==> config.mk <==
export PLATFORM = sky130hd
export DESIGN_NAME = lap_register_ctrl
export DESIGN_NICKNAME = d
export VERILOG_FILES = /design/src/rtl/lap_register_ctrl.sv
export SDC_FILE = /design/constraint.sdc
export NUM_CORES = 1
export LEC_CHECK = 0
export BUFFER_PORTS_ARGS = -buffer_cell sky130_fd_sc_hd__buf_2
export CORE_MARGIN = 5
export CORE_UTILIZATION = 50
export CTS_CLUSTER_SIZE = 12
export DETAILED_ROUTE_END_ITERATION = 10
export GPL_ROUTABILITY_DRIVEN = 0
export PLACE_DENSITY = 0.68
export SKIP_LAST_GASP = 1
export SLEW_MARGIN = 20
export SYNTH_ARGS = -nofsm -noshare
export SYNTH_HDL_FRONTEND = slang
export SYNTH_SLANG_ARGS = --single-unit
==> constraint.sdc <==
create_clock -name clock -period 4.2 [get_ports clock]
set_clock_uncertainty 0.05 [all_clocks]
set_input_delay 1.26 -clock clock [delete_from_list [all_inputs] [get_ports clock]]
set_output_delay 1.26 -clock clock [all_outputs]
set_load 0.03 [all_outputs]
==> src/rtl/lap_register_ctrl.sv <==
// Lap-time store: circular register file of stopwatch epochs, replayed
// oldest-first to the LCD writer over a req/ack handshake.
module lap_register_ctrl #(
    parameter int DEPTH  = 8,
    parameter int ADDR_W = 3,
    parameter int TIME_W = 28
) (
    input  logic              clock,
    input  logic              reset,
    input  logic              save,
    input  logic              retrieve,
    input  logic              clear,
    input  logic [TIME_W-1:0] time_in,
    input  logic              lcd_ack,
    output logic              reg_busy,
    output logic              lcd_req,
    output logic [TIME_W-1:0] lcd_data,
    output logic [ADDR_W-1:0] lcd_index,
    output logic [ADDR_W:0]   count,
    output logic              full,
    output logic              empty
);

    typedef enum logic [2:0] {
        IDLE,
        WRITE,
        READ,
        WAIT_ACK,
        CLEAR
    } state_t;

    localparam logic [ADDR_W:0]   FULL_CNT  = (ADDR_W+1)'(DEPTH);
    localparam logic [ADDR_W-1:0] LAST_ADDR = ADDR_W'(DEPTH-1);

    state_t            state;
    logic [TIME_W-1:0] mem [DEPTH];
    logic [TIME_W-1:0] save_word;
    logic [ADDR_W-1:0] wr_ptr;
    logic [ADDR_W-1:0] cursor;
    logic [ADDR_W-1:0] clr_addr;
    logic [ADDR_W-1:0] oldest;
    logic [ADDR_W-1:0] rd_addr;
    logic [ADDR_W:0]   cursor_nxt;

    // count == DEPTH has zero low bits, so oldest == wr_ptr when full
    assign oldest     = wr_ptr - count[ADDR_W-1:0];
    assign rd_addr    = oldest + cursor;
    assign cursor_nxt = {1'b0, cursor} + 1'b1;
    assign full       = (count == FULL_CNT);
    assign empty      = (count == '0);

    always_ff @(posedge clock or posedge reset) begin
        if (reset) begin
            state     <= IDLE;
            reg_busy  <= 1'b0;
            lcd_req   <= 1'b0;
            lcd_data  <= '0;
            lcd_index <= '0;
            count     <= '0;
            wr_ptr    <= '0;
            cursor    <= '0;
            clr_addr  <= '0;
            save_word <= '0;
        end else begin
            unique case (state)
                IDLE: begin
                    if (clear) begin
                        count    <= '0;
                        wr_ptr   <= '0;
                        cursor   <= '0;
                        clr_addr <= '0;
                        state    <= CLEAR;
                        reg_busy <= 1'b1;
                    end else if (save) begin
                        save_word <= time_in;
                        state     <= WRITE;
                        reg_busy  <= 1'b1;
                    end else if (retrieve && !empty) begin
                        state    <= READ;
                        reg_busy <= 1'b1;
                    end
                end
                WRITE: begin
                    wr_ptr <= wr_ptr + 1'b1;
                    if (!full) begin
                        count <= count + 1'b1;
                    end
                    cursor   <= '0;
                    state    <= IDLE;
                    reg_busy <= 1'b0;
                end
                READ: begin
                    lcd_data  <= mem[rd_addr];
                    lcd_index <= cursor;
                    lcd_req   <= 1'b1;
                    state     <= WAIT_ACK;
                end
                WAIT_ACK: begin
                    if (lcd_ack) begin
                        lcd_req  <= 1'b0;
                        cursor   <= (cursor_nxt == count) ? '0
                                    : cursor_nxt[ADDR_W-1:0];
                        state    <= IDLE;
                        reg_busy <= 1'b0;
                    end
                end
                CLEAR: begin
                    clr_addr <= clr_addr + 1'b1;
                    if (clr_addr == LAST_ADDR) begin
                        state    <= IDLE;
                        reg_busy <= 1'b0;
                    end
                end
                default: begin
                    state    <= IDLE;
                    reg_busy <= 1'b0;
                    lcd_req  <= 1'b0;
                end
            endcase
        end
    end

    // Storage is not reset; writes are gated so none lands while in reset
    always_ff @(posedge clock) begin
        if (!reset) begin
            if (state == WRITE) begin
                mem[wr_ptr] <= save_word;
            end else if (state == CLEAR) begin
                mem[clr_addr] <= '0;
            end
        end
    end

endmodule

==> results.json <==
{
  "clock_path_buffers": 3,
  "cts.sinks": 301,
  "rsz0062_at_grt": "false",
  "die-area_um2": 27000,
  "synth-edff-count": 224,
  "synthesis.nets": 694,
  "first_global_vias": 6351,
  "fp.coreArea_um2": 23500,
  "synth_top_area_frac": 0.565,
  "place_area_um2": 12800,
  "ys_types": 43,
  "grt_max_degree": 60,
  "use_met2": 0.301,
  "ys_warn_count": 0,
  "ys_seq_area_frac": 0.727,
  "path_clk_slew_ns": 0.06,
  "synthTopCellsByCount": "edfxtp_1, dfrtp_1, mux4_2",
  "synth_area_um2": 11900,
  "initial_core_util": 0.507,
  "post_drt_wl_per_cell_um": 20.9,
  "slowest_stage": "xnor2_4",
  "met1_usage": 0.247,
  "endpoint_kind": "register",
  "post_cts_resized": 0,
  "multi_input_area_um2": 3130,
  "yosys_most_used_dff": "edfxtp_1",
  "hold_viol": 0,
  "syn_area_per_cell_um2": 18.3,
  "dp_hpwl_um": 13600,
  "syn_inst": 650,
  "rows": 56,
  "grt_busiest_layer": "met2",
  "cts_setup_buffers": 0,
  "die_h_um": 164,
  "path_buf_inv": 4,
  "start_kind": "register",
  "drive_gt1_frac": 0.307,
  "clk_latency_ns": 0.54,
  "grt_pass1_wl_um": 36300,
  "final_area_um2": 13700,
  "grt-ovfl-total": 0,
  "arrival_ns": 3.88,
  "met3_usage": 0.0266,
  "finalSetupViolCount": 0,
  "grt_util_all_layers": 0.177,
  "synthToLayoutAreaGrowth_pct": 15.3,
  "period_share": 0.843,
  "fp.dieW_um": 164,
  "cts-htree-levels": 1,
  "wl_um": 22800,
  "post-route-util": 0.585,
  "worstSetupPathType": "register to register",
  "yosysMostFrequentCell": "edfxtp_1",
  "fmax_mhz": 282,
  "ir_drop_mv": 0.398,
  "drt.antenna.violating_nets": 0,
  "fill_cells": 1718,
  "tns_ns": 0,
  "portBuffers": 72,
  "grt_antenna_before_repair": 0,
  "cts_buffers": 31,
  "p_leak_nw": 4.98,
  "synth_area_leaders": "edfxtp_1, dfrtp_1, mux4_2",
  "first_pass_iters": 4,
  "antenna_cells": 0,
  "seq_area_um2": 8650,
  "cts_tree": "done",
  "vias_per_cell": 5.41,
  "crit_fanout": 20,
  "worstPathRequired_ns": 4.54,
  "maxCapViolCount": 0,
  "cellPowerDensity_nw_per_um2": 661,
  "drtIter0Drc": 457,
  "nets": 787,
  "cp_cell_sequence": "inv_1 > ha_1 > inv_1 > ha_4 > inv_1 > fa_2 > xnor2_1 > xnor2_1 > xnor2_4 > buf_4 > mux2i_1 > a21oi_1",
  "drcViolationCount": 0,
  "clock-root-buffer": "clkbuf_16",
  "io_pins": 73,
  "yosysTopAreaCell": "edfxtp_1",
  "ys_async_sr_fraction": 0.256,
  "critical-path-top-delay-family": "XOR/XNOR gates",
  "status": "finished, final reports clean",
  "ys_seq_elements": 301,
  "crit_path_max_incr_delay_ns": 0.88,
  "crit_path_frequent_cell": "inv_1",
  "maxSlewHeadroom": 0.261,
  "slew_viol_final": 0,
  "hold_buffers": 0,
  "min_path_type": "register to register",
  "worst_pin_slew_ns": 1.11,
  "dr_total_vias": 5878,
  "layout_min_cycle_time_ns": 3.54
}
## per-layer routing
layer,wire length [µm],vias to the layer above,part of all wire
li1,-,2709,-
met1,9370,2979,0.41
met2,11600,166,0.51
met3,1550,24,0.068
met4,241,0,0.011
met5,0,-,0
## worst register-to-register path: stages, from the launching register on
cell and delay (ns):
dfrtp_1 0.42, inv_1 0.07, ha_1 0.29, inv_1 0.10, ha_4 0.12, inv_1 0.05, fa_2 0.38, xnor2_1 0.14
xnor2_1 0.20, xnor2_4 0.89, buf_4 0.39, mux2i_1 0.23, a21oi_1 0.09
## cells by family after synthesis
family,Yosys count,share of synthesized area
buf+inv,47,0.0175
flops,301,0.727
fa+ha+maj,10,0.0118
xor+xnor,9,0.00883
mux,119,0.162
compound gates,55,0.0275
simple gates,109,0.0451
## registers in the layout (all words and copies together) (netlist names)
signal,count
lcd_index,3
wr_ptr,3
save_word,28
count,4
cursor,3
reg_busy,1
clr_addr,3
state,3
mem,224
lcd_req,1
lcd_data,28
## where the power goes
part	internal, mW	total [mW]	switching, mW
Combinational	0.990	2.33	1.34
Clock	1.45	2.49	1.04
Sequential	4.01	4.26	0.255
## layout by cell type, fill, tap and decap left out, types with 2 or more instances in the layout
cell type / instances
nor2_4: 9
mux2i_1: 29
and3b_1: 2
nor2b_1: 28
a22o_1: 3
buf_12: 5
buf_2: 72
nor3b_1: 2
nand2_1: 7
mux4_2: 56
clkinv_1: 3
nor2_1: 42
a32o_1: 2
nor3_1: 5
nand2b_1: 4
dfrtp_1: 77
xnor2_1: 4
xor2_1: 3
clkbuf_1: 17
clkinv_2: 5
a21oi_1: 29
buf_4: 12
edfxtp_1: 224
o21ai_0: 7
inv_1: 17
mux2_2: 34
ha_1: 7
nand3_1: 3
a31oi_1: 5
o22ai_1: 3
clkbuf_16: 31
## layout make-up
type,count,area share
Tap cell,319,0.0291
Clock inverter,9,0.00510
Multi-Input combinational cell,302,0.228
Sequential cell,301,0.630
Clock buffer,49,0.0622
Inverter,18,0.00501
Timing Repair Buffer,89,0.0401
## path summary, 6_finish.rpt
check	slack, ns	endpoint	from	depth (start not counted)
hold / removal	0.45	save_word[10]$_DFFE_PP0P_	save_word[10]$_DFFE_PP0P_	1
setup reg to reg	0.66	lcd_data[21]$_DFFE_PP0N_	cursor[0]$_DFFE_PP0P_	12
hold reg to reg	0.45	save_word[10]$_DFFE_PP0P_	save_word[10]$_DFFE_PP0P_	1
max in group asynchronous	2.61	save_word[16]$_DFFE_PP0P_	reset	3
min in group asynchronous	0.79	lcd_data[9]$_DFFE_PP0N_	reset	2
setup / recovery	0.66	lcd_data[21]$_DFFE_PP0N_	cursor[0]$_DFFE_PP0P_	12
## stage by stage
| step | power (mW) | instances | hold slack, ns | worst slack (ns) |
|---|---|---|---|---|
| after global placement | 6.60 | 1029 | 0.431 | 0.682 |
| after floorplan | 5.97 | 650 | 0.421 | 0.607 |
| final | 9.08 | 1087 | 0.446 | 0.659 |
| after global routing | 9.55 | 1087 | 0.462 | 0.452 |
| after detailed placement | 6.70 | 1029 | 0.438 | 0.595 |
| after CTS | 9.19 | 1087 | 0.451 | 0.588 |
No activity file was read; power rests on OpenSTA's default activity.
